--- config.mk ---
export PLATFORM = sky130hd
export DESIGN_NAME = stall_ctrl
export DESIGN_NICKNAME = d
export VERILOG_FILES = /design/src/rtl/stall_ctrl.sv
export SDC_FILE = /design/constraint.sdc
export NUM_CORES = 1
export LEC_CHECK = 0
export BUFFER_PORTS_ARGS = -buffer_cell sky130_fd_sc_hd__clkbuf_2
export CAP_MARGIN = 25
export CORE_MARGIN = 2
export CORE_UTILIZATION = 35
export DETAILED_ROUTE_END_ITERATION = 7
export GPL_TIMING_DRIVEN = 0
export SYNTH_ARGS = -nofsm -noshare
export SYNTH_HDL_FRONTEND = slang
export SYNTH_SLANG_ARGS = --single-unit
--- constraint.sdc ---
create_clock -name clk_i -period 4.5 [get_ports clk_i]
set_input_delay 0.9 -clock clk_i [delete_from_list [all_inputs] [get_ports clk_i]]
set_output_delay 0.9 -clock clk_i [all_outputs]
set_load 0.01 [all_outputs]
--- src/rtl/stall_ctrl.sv ---
// Hazard and stall controller: load-use detection, a per-register scoreboard for multi-cycle ops,
// an outstanding-op counter, and a fence drain FSM. Stall and flush outputs are combinational.
module stall_ctrl #(
  parameter int unsigned MAX_OUT = 4
) (
  input  logic        clk_i,
  input  logic        rst_ni,
  input  logic [4:0]  Rs1D_i,
  input  logic [4:0]  Rs2D_i,
  input  logic [4:0]  RdE_i,
  input  logic        LoadE_i,
  input  logic        PCSrcE_i,
  input  logic        IssueD_i,
  input  logic [4:0]  IssueRdD_i,
  input  logic        WbV_i,
  input  logic [4:0]  WbRd_i,
  input  logic        FenceD_i,
  output logic        StallF_o,
  output logic        StallD_o,
  output logic        FlushD_o,
  output logic        FlushE_o,
  output logic [31:0] Pending_o,
  output logic [3:0]  OutCnt_o,
  output logic        Err_o
);

  typedef enum logic [0:0] {StRun, StDrain} state_e;

  state_e      state_q, state_d;
  logic [31:0] pending_q, pending_d;
  logic [3:0]  cnt_q, cnt_d;
  logic        err_q, err_d;

  logic [31:0] wb_mask, pend_eff;
  logic        lw_stall, sb_stall, iss_stall, dr_stall, stall;
  logic        cnt_full, cnt_zero, wb_err, wb_ok, fire;

  // Write-first register file: a same-cycle writeback already satisfies its readers.
  assign wb_mask  = WbV_i ? (32'd1 << WbRd_i) : 32'd0;
  assign pend_eff = pending_q & ~wb_mask;

  assign cnt_full = (cnt_q == 4'(MAX_OUT));
  assign cnt_zero = (cnt_q == 4'd0);

  assign lw_stall  = LoadE_i & (RdE_i != 5'd0) & ((RdE_i == Rs1D_i) | (RdE_i == Rs2D_i));
  assign sb_stall  = pend_eff[Rs1D_i] | pend_eff[Rs2D_i];
  assign iss_stall = IssueD_i & (cnt_full | pend_eff[IssueRdD_i]);
  assign dr_stall  = (state_q == StDrain) | (FenceD_i & ~cnt_zero);

  assign stall = (lw_stall | sb_stall | iss_stall | dr_stall) & ~PCSrcE_i & rst_ni;

  assign StallF_o = stall;
  assign StallD_o = stall;
  assign FlushD_o = PCSrcE_i & rst_ni;
  assign FlushE_o = (PCSrcE_i | stall) & rst_ni;

  assign fire   = IssueD_i & ~stall & ~PCSrcE_i & (state_q == StRun);
  // A writeback with nothing outstanding, or to a register not pending, is ignored and flagged.
  assign wb_err = WbV_i & (cnt_zero | ((WbRd_i != 5'd0) & ~pending_q[WbRd_i]));
  assign wb_ok  = WbV_i & ~wb_err;

  always_comb begin
    pending_d = pending_q;
    cnt_d     = cnt_q;
    err_d     = err_q;
    if (wb_ok) begin
      pending_d[WbRd_i] = 1'b0;
      cnt_d             = cnt_d - 4'd1;
    end
    if (wb_err) begin
      err_d = 1'b1;
    end
    // Set after clear so a same-cycle reissue of the same rd stays pending.
    if (fire) begin
      if (IssueRdD_i != 5'd0) begin
        pending_d[IssueRdD_i] = 1'b1;
      end
      cnt_d = cnt_d + 4'd1;
    end
    pending_d[0] = 1'b0;
  end

  always_comb begin
    state_d = state_q;
    unique case (state_q)
      StRun: begin
        if (FenceD_i & ~cnt_zero & ~PCSrcE_i) begin
          state_d = StDrain;
        end
      end
      StDrain: begin
        if (PCSrcE_i | cnt_zero) begin
          state_d = StRun;
        end
      end
      default: state_d = StRun;
    endcase
  end

  always_ff @(posedge clk_i or negedge rst_ni) begin
    if (!rst_ni) begin
      state_q   <= StRun;
      pending_q <= 32'd0;
      cnt_q     <= 4'd0;
      err_q     <= 1'b0;
    end else begin
      state_q   <= state_d;
      pending_q <= pending_d;
      cnt_q     <= cnt_d;
      err_q     <= err_d;
    end
  end

  assign Pending_o = pending_q;
  assign OutCnt_o  = cnt_q;
  assign Err_o     = err_q;

endmodule

* Yosys cells after proc, flatten, opt, wreduce, memory -nomap -nowiden
Cells that the tools add are included.
** Storage, ports and cells
- Output and inout bits :: 41
- Input port bits :: 32
- Word-level logic and storage cells :: 79
- Register bits after elaboration :: 37
** Operators by class
- Bitwise operators :: 36
- Shift operators :: 1
- Eq/ne operators :: 3
- Reductions and logical operators :: 6
- Muxes and demuxes :: 21
- Add/sub/neg operators :: 2
- $lt $le $gt $ge :: 6
** Operators by type and width (count)
- 32-bit 2-to-1 mux :: 4
- 32-bit bitwise AND :: 2
- 32-bit inverter :: 2
- 32-bit bitwise OR :: 1
- 1-bit by 5-bit << shifter with 32-bit output (first input constant) :: 1
- 5-bit by 6-bit less-than comparator with 1-bit output (second input constant) :: 4
- 1-bit binary-select mux with 5-bit select :: 4
- 1-bit bitwise AND :: 15
- 5-bit nonzero test :: 3
- 1-bit demux with 5-bit select :: 2
- 5-bit == test :: 2
- 5-bit by 1-bit greater-or-equal comparator with 1-bit output (second input constant) :: 2
- 1-bit bitwise OR :: 10
- 1-bit 2-to-1 mux :: 8
- 4-bit 2-to-1 mux :: 2
- 1-bit inverter :: 6
- 4-bit by 1-bit adder with 4-bit output (second input constant) :: 1
- 4-bit by 3-bit == test with 1-bit output (second input constant) :: 1
- 4-bit zero test :: 1
- 4-bit by 1-bit subtractor with 4-bit output (second input constant) :: 1
- 1-bit logical AND :: 2
- 1-bit one-hot mux with 2 select lines :: 1

* Logic depth before layout (Yosys ltp)
Gate-level depths: netlist of run 1.
- Depth in word-level cells :: 17
- Depth in mapped cells :: 13
- Gate-level depth less buffers :: 10

* Worst setup path after synthesis of run 1
Ideal clock, no wire load.
- Kind :: in2out
- Start :: in IssueRdD_i[0]
- End :: out StallF_o
- Setup slack :: 401 ps
- Data arrival time :: 3199 ps
- Stages :: 10
- Path buffers :: 2
- Data required time :: 3600 ps
- Cell sequence :: clkbuf_1 > mux2_2 > o311ai_0 > o211ai_1 > or4_1 > nor4_1 > a31oi_1 > o31ai_4 > nor2_1 > buf_4
** On the way
- Longest elaborated chain between the ends :: 8
** RTL lines
- start: declaration :: RTL line 14 : input logic [4:0] IssueRdD_i,
- 1-bit binary-select mux with 5-bit select :: RTL line 47 : assign iss_stall = IssueD_i & (cnt_full | pend_eff[IssueRdD_i]);
- 1-bit 2-to-1 mux (not written as such) :: RTL line 47
- 1-bit bitwise OR :: RTL line 47
- 1-bit bitwise AND :: RTL line 47
- 1-bit bitwise OR (2 in series) :: RTL line 50 : assign stall = (lw_stall | sb_stall | iss_stall | dr_stall) & ~PCSrcE_i & rst_ni;
- 1-bit bitwise AND (2 in series) :: RTL line 50
- end: declaration :: RTL line 18 : output logic StallF_o,
No other way between the ends. The select of a mux whose other input is x is not followed.

* Worst setup path after layout of run 1
- Start :: in WbRd_i[3]
- End :: out StallF_o
** On the way
- Longest elaborated chain between the ends :: 12
- Elaborated cells on any way between the ends :: 18
- Classes of those cells :: shift: 1; mux: 7; bitwise: 10
** RTL lines
- start: declaration :: RTL line 16 : input logic [4:0] WbRd_i,
- 1-bit by 5-bit << shifter with 32-bit output * :: RTL line 39 : assign wb_mask = WbV_i ? (32'd1 << WbRd_i) : 32'd0;
- 32-bit 2-to-1 mux * :: RTL line 39
- 32-bit inverter * :: RTL line 40 : assign pend_eff = pending_q & ~wb_mask;
- 32-bit bitwise AND * :: RTL line 40
- 1-bit binary-select mux with 5-bit select, on equally long branches :: RTL line 46, 47
- 1-bit 2-to-1 mux, on equally long branches :: RTL line 46, 47
- 1-bit bitwise OR, on equally long branches :: RTL line 46, 47
- 1-bit bitwise OR or 1-bit bitwise AND (tied branches) :: RTL line 50, 47
- 1-bit bitwise OR * (2 in series) :: RTL line 50
- 1-bit bitwise AND * (2 in series) :: RTL line 50
Every way passes the cells marked *; elsewhere a longest branch is shown, timed or not. The select of a mux whose other input is x is not followed.

==> impl_metrics.env, run 1 <==
export IMPL_synth_compound_area_share_pct=27.01
export IMPL_cts_buffers=5
export IMPL_synth_edf_count=0
export IMPL_grt_pass1_wl_um=22870
export IMPL_reg2reg_depth=11
export IMPL_grt_max_degree=41
export IMPL_violations="negative setup slack"
export IMPL_slowest_delay_ns=0.54
export IMPL_worst_setup_path_end_kind="primary output"
export IMPL_synthSimpleGateAreaFrac_pct=23.60
export IMPL_synth_fa_ha_area_share_pct=1.011
export IMPL_synthToLayoutAreaGrowth_pct=18.48
export IMPL_yosys_most_used_dff="dfrtp_1"
export IMPL_cts_sinks=37
export IMPL_clk_latency_ns=0.30
export IMPL_first_iter_violations=488
export IMPL_required_ns=3.60
export IMPL_cts_tree="built"
export IMPL_status="complete, but fails checks"
export IMPL_finalWirelength_um=15230
export IMPL_io_pins=73
export IMPL_layout_drive_gt1_share_pct=25.19
export IMPL_firstDrtPassIters=5
export IMPL_htree_levels=2
export IMPL_maxCapViolations=0
export IMPL_endpoint="StallF_o"
export IMPL_hold_path_class="primary input to asynchronous set/reset pin"
export IMPL_syn_area_per_cell_um2=8.229
export IMPL_leakage_nw=1.752
export IMPL_syn_nets=486
export IMPL_postSynthCellCount=451
export IMPL_cp_num_buf_inv=4
export IMPL_n_fill_cell=1034
export IMPL_dieArea_um2=11440
export IMPL_async_reset_ff_share_pct=100.0
export IMPL_ir_drop_mv=0.1793
export IMPL_cp_max_fo=10
export IMPL_ys_seq_elements=37
export IMPL_rsz0062_at_grt="yes"
export IMPL_r2r_end="Pending_o[10]"
export IMPL_fin_util_pct=42.59
export IMPL_io_buffers=63
export IMPL_gp_congestion=0.9758
export IMPL_synthXorXnorAreaFrac_pct=4.956
export IMPL_fin_crit_sh_pct=100.4
export IMPL_fin_cells=664
export IMPL_worst_r2r_setup_slack_ns=1.14
export IMPL_cp_slowest_cell="or4_1"
export IMPL_final_antenna_net_count=0
export IMPL_drc=0
export IMPL_antenna_found_initial=0
export IMPL_clockBufferDepth=2
export IMPL_start_kind="primary input"
export IMPL_hold_slack_ns=0.4234
export IMPL_fin_skew_ns=0.007197
export IMPL_maxSlewViolCount=0
export IMPL_dp_hpwl_um=11420
export IMPL_via_per_inst=6.536
export IMPL_layout_setup_ws_ns=-0.01943
export IMPL_finalSetupViolations=1
export IMPL_cp_arrival_ns=3.62
export IMPL_yosysSeqAreaShare_pct=24.95
export IMPL_synth_top_family_by_area="compound AO/OA/AOI/OAI gates"
export IMPL_path_clk_slew_ns=0.07
export IMPL_hold_viol=0
export IMPL_grt_use_total_pct=26.14
export IMPL_yosys_warnings=0
export IMPL_cts_root_buf="clkbuf_8"
export IMPL_cts_hold_buf=0
export IMPL_die_y_um=107.0
export IMPL_tightest_slew_ns=0.6658
export IMPL_synth_distinct_cells=65
export IMPL_core_area_um2=10320
export IMPL_path_delay_family="simple AND/OR/NAND/NOR gates"
export IMPL_power_density_nw_per_um2=314.6
export IMPL_crit_chain="buf_2 -> nand4b_1 -> buf_2 -> o2111ai_1 -> o21ai_0 -> or4_1 -> nor4_1 -> a31oi_1 -> o31ai_4 -> nor2_1 -> buf_4 -> clkbuf_2"
export IMPL_critical_path_depth=12
export IMPL_grt_ovfl_total=0
export IMPL_start_util_pct=35.95
export IMPL_dp_cells=651
export IMPL_vias=4340
export IMPL_fin_nets=563
export IMPL_crit_type="primary input to primary output"
export IMPL_critPathLaunch="WbRd_i[3]"
export IMPL_placementRows=37
export IMPL_cpMostUsedCell="buf_2"
export IMPL_mappedNetlistArea_um2=3711
export IMPL_muxShareOfSynthArea_pct=13.05
export IMPL_slew_headroom_pct=55.52
export IMPL_period_needed_ns=4.519
export IMPL_max_freq_ghz=0.2213
export IMPL_n_antenna_cell=0
export IMPL_grt_pass1_vias=4037
export IMPL_wl_per_cell_um=22.93
export IMPL_power_mw=1.383
export IMPL_reg2reg_from="OutCnt_o[0]"
export IMPL_dieWidth_um=107.0
[report_power, final]
part           internal [mW]  switching (mW)  total, mW
registers              0.401           0.133      0.534
clock network          0.121           0.116      0.237
logic                  0.263           0.349      0.612
[per-stage QoR]
step / TNS, ns / worst slack [ns] / area (um2)
floorplan: 0 / 0.4013 / 3711
global placement: -0.6708 / -0.3875 / 4197
detailed placement: -0.7530 / -0.3961 / 4204
CTS: 0 / 0.01370 / 4308
global route: -0.06079 / -0.06079 / 4397
finish: -0.01943 / -0.01943 / 4397
[final cells by class]
cell class | instances | area, um2 | share of cell area, %
clock buffers | 7 | 86.33 | 1.964
multi-input cells | 366 | 2621 | 59.62
well taps | 136 | 170.2 | 3.870
plain buffers | 36 | 163.9 | 3.728
repair buffers | 71 | 387.9 | 8.822
inverters | 11 | 41.29 | 0.9391
flip-flops and latches | 37 | 925.9 | 21.06
[how the worst min path moves through the flow]
stage          slack (ns)            end  startpoint
3_3_place_gp         0.44          Err_o       Err_o
4_1_cts              0.47          Err_o       Err_o
6_report             0.42  Pending_o[17]      rst_ni
5_1_grt              0.44  Pending_o[27]      rst_ni
3_5_place_dp         0.45          Err_o       Err_o
2_1_floorplan        0.49          Err_o       Err_o
[cells in the final DEF (no fill, tap or decap), types with 7 or more instances in the layout]
master / n
o21ai_0: 79
clkbuf_2: 70
dfrtp_1: 37
nand2_1: 29
mux2i_1: 18
clkbuf_1: 16
nor2_1: 16
nor3_1: 15
nand3_1: 15
mux2_2: 15
o211ai_1: 15
xor2_1: 12
nand4_1: 12
inv_1: 11
buf_2: 10
nor2b_1: 10
buf_4: 9
xnor2_1: 8
a31oi_1: 7
[timing repair]
action / in CTS / in global routing
setup endpoints to repair: 3 / 3
setup buffers: 1 / 5
gates resized for setup: 8 / 17
pin swaps: 1 / 2
[cells by family after synthesis]
| kind of cell | after synthesis |
|---|---|
| AO/OA/AOI/OAI | 154 |
| AND/OR/NAND/NOR | 148 |
| XOR/XNOR | 21 |
| buffers and inverters | 48 |
| other | 1 |
| adder cells (fa/ha/maj) | 3 |
| flip-flops | 37 |
| multiplexers | 39 |
[per-layer routing]
| metal | track usage [%] | wire length (um) | vias to the layer above |
|---|---|---|---|
| li1 | - | - | 1891 |
| met4 | 11.69 | 495 | 0 |
| met1 | 35.35 | 6108 | 2076 |
| met5 | 0 | 0 | - |
| met2 | 41.90 | 7154 | 330 |
| met3 | 3.100 | 1468 | 43 |
[cells in the mapped netlist, types with 4 or more instances]
library cell | n | area share (%)
a31oi_1 | 7 | 1.2
mux4_2 | 6 | 3.6
o31ai_1 | 5 | 1.0
o211ai_1 | 15 | 3.0
clkbuf_1 | 24 | 2.4
buf_2 | 8 | 1.1
nand4_1 | 12 | 2.0
nand3_1 | 15 | 2.0
nor2_1 | 16 | 1.6
nand2_1 | 29 | 2.9
xor2_1 | 13 | 3.1
mux2_2 | 15 | 4.6
o2111ai_1 | 6 | 1.4
nor3_1 | 15 | 2.0
nor3b_1 | 4 | 0.81
dfrtp_1 | 37 | 25
xnor2_1 | 8 | 1.9
nor4bb_1 | 5 | 1.3
o311ai_0 | 7 | 1.7
inv_1 | 11 | 1.1
and3_1 | 5 | 0.84
nand2b_1 | 5 | 0.84
nor2b_1 | 10 | 1.7
mux2i_1 | 18 | 4.9
nand4b_1 | 5 | 1.2
o21ai_0 | 82 | 11
[state kept, by name (all words and copies together) (netlist names)]
register,cells
OutCnt_o,4
Err_o,1
state_q,1
Pending_o,31
Power figures use the tool's default switching activity.
==> run 2: changes to the inputs <==
--- a/config.mk
+++ b/config.mk
@@ -8,9 +8,10 @@
 export BUFFER_PORTS_ARGS = -buffer_cell sky130_fd_sc_hd__clkbuf_2
 export CAP_MARGIN = 25
 export CORE_MARGIN = 2
-export CORE_UTILIZATION = 35
+export CORE_UTILIZATION = 55
 export DETAILED_ROUTE_END_ITERATION = 7
 export GPL_TIMING_DRIVEN = 0
+export PLACE_DENSITY = 0.8
 export SYNTH_ARGS = -nofsm -noshare
 export SYNTH_HDL_FRONTEND = slang
 export SYNTH_SLANG_ARGS = --single-unit
==> impl_metrics.env, run 2 (synthesis gave the netlist of run 1 again) <==
export IMPL_n_antenna_cell=0
export IMPL_cts_buffers=5
export IMPL_max_freq_ghz=0.2258
export IMPL_maxCapViolations=0
export IMPL_cts_sinks=37
export IMPL_io_pins=73
export IMPL_ir_drop_mv=0.3564
export IMPL_worst_setup_path_end_kind="primary output"
export IMPL_dieArea_um2=7420
export IMPL_finalSetupViolations=0
export IMPL_first_iter_violations=754
export IMPL_dp_cells=592
export IMPL_maxSlewViolCount=0
export IMPL_dp_slack_ns=-0.2710
export IMPL_grt_pass1_vias=4094
export IMPL_fin_skew_ns=0.004528
export IMPL_hold_slack_ns=0.4596
export IMPL_cts_hold_buf=0
export IMPL_status="completed"
export IMPL_layout_setup_ws_ns=0.07055
export IMPL_whs_endpoint="Err_o"
export IMPL_layout_drive_gt1_share_pct=25.05
export IMPL_mostFrequentLayoutCells="o21ai_0 (80), clkbuf_2 (71), dfrtp_1 (37)"
export IMPL_required_ns=3.60
export IMPL_dieWidth_um=86.14
export IMPL_fin_area_um2=4319
export IMPL_period_needed_ns=4.429
export IMPL_fin_crit_sh_pct=98.43
export IMPL_dpl_cell_area_um2=4128
export IMPL_hold_path_class="register to register"
export IMPL_antenna_found_initial=0
export IMPL_cts_root_buf="clkbuf_8"
export IMPL_start_util_pct=57.78
export IMPL_htree_levels=2
export IMPL_hold_viol=0
export IMPL_leakage_nw=1.751
export IMPL_layout_commonest_cell="o21ai_0"
export IMPL_fin_cells=604
export IMPL_hold_start="Err_o"
export IMPL_start_kind="primary input"
export IMPL_synthToLayoutAreaGrowth_pct=16.39
export IMPL_placementRows=29
export IMPL_grt_use_total_pct=36.67
export IMPL_grt_max_degree=41
export IMPL_cp_max_fo=10
export IMPL_slew_headroom_pct=60.67
export IMPL_cp_arrival_ns=3.53
export IMPL_reg2reg_from="OutCnt_o[0]"
export IMPL_r2r_end="Pending_o[10]"
export IMPL_grt_ovfl_total=0
export IMPL_worst_r2r_setup_slack_ns=1.25
export IMPL_fin_nets=562
export IMPL_gp_congestion=1.037
export IMPL_firstDrtPassIters=6
export IMPL_power_density_nw_per_um2=318.1
export IMPL_clk_latency_ns=0.28
export IMPL_final_antenna_net_count=0
export IMPL_reg2reg_depth=11
export IMPL_crit_type="primary input to primary output"
export IMPL_vias=4363
export IMPL_largest_register_ffs=31
export IMPL_hold_depth=1
export IMPL_dp_hpwl_um=10180
export IMPL_die_y_um=86.14
export IMPL_clockBufferDepth=2
export IMPL_tightest_slew_ns=0.5838
export IMPL_tns_ns=0
export IMPL_core_area_um2=6422
export IMPL_grt_pass1_wl_um=21000
export IMPL_cts_tree="built"
export IMPL_drc=0
export IMPL_io_buffers=63
export IMPL_wl_per_cell_um=22.76
export IMPL_critPathLaunch="WbRd_i[1]"
export IMPL_via_per_inst=7.224
export IMPL_path_clk_slew_ns=0.07
export IMPL_finalWirelength_um=13750
run 2: area by class of cell:
cell class	count	area (um2)
sequential	37	925.9
clock buffer	7	86.33
multi-input combinational	366	2621
tap	77	96.34
buffer	36	170.2
fill	550	2103
inverter	11	41.29
timing repair buffer	70	377.9
run 2: stage by stage:
| step | power (mW) | util [%] |
|---|---|---|
| CTS | 1.340 | 65.83 |
| finish | 1.374 | 67.25 |
| floorplan | 0.8706 | - |
| detailed placement | 1.103 | 64.27 |
| global route | 1.444 | 67.25 |
| global placement | 1.083 | 64.19 |
run 2: how the worst max path moves through the flow:
stage,to,slack [ns],depth (start not counted)
6_report,StallF_o,0.07,12
5_1_grt,StallF_o,-0.05,12
4_1_cts,StallF_o,0.02,12
3_5_place_dp,StallF_o,-0.27,12
3_3_place_gp,StallF_o,-0.25,12
2_1_floorplan,StallF_o,0.40,10
run 2: layer usage:
metal  global-route usage, %  part of all wire, %  vias up
li1                        -                    -     1894
met1                   48.67                   37     2019
met2                   55.67                   44      374
met3                   8.470                   14       76
met4                   19.05                  4.9        0
met5                       0                    0        -
run 2: critical path: stages:
cell and delay (ns):
clkbuf_2 0.12, buf_2 0.18, nand4bb_1 0.44, o21ai_0 0.60, or4_1 0.20, o211ai_1 0.11, nor4_2 0.20, a31oi_2 0.18
o31ai_4 0.26, nor2_1 0.09, buf_4 0.13, clkbuf_2 0.11
run 2: repair_timing:
action / CTS / global route
gates resized for setup: 3 / 26
buffers inserted: 1 / 4
pin swaps: 1 / 3
setup endpoints to repair: 2 / 3
run 2: power breakdown:
group | internal, mW | leakage [nW] | switching [mW]
Sequential | 0.401 | 0.484 | 0.133
Combinational | 0.264 | 1.22 | 0.344
Clock | 0.122 | 0.0443 | 0.111
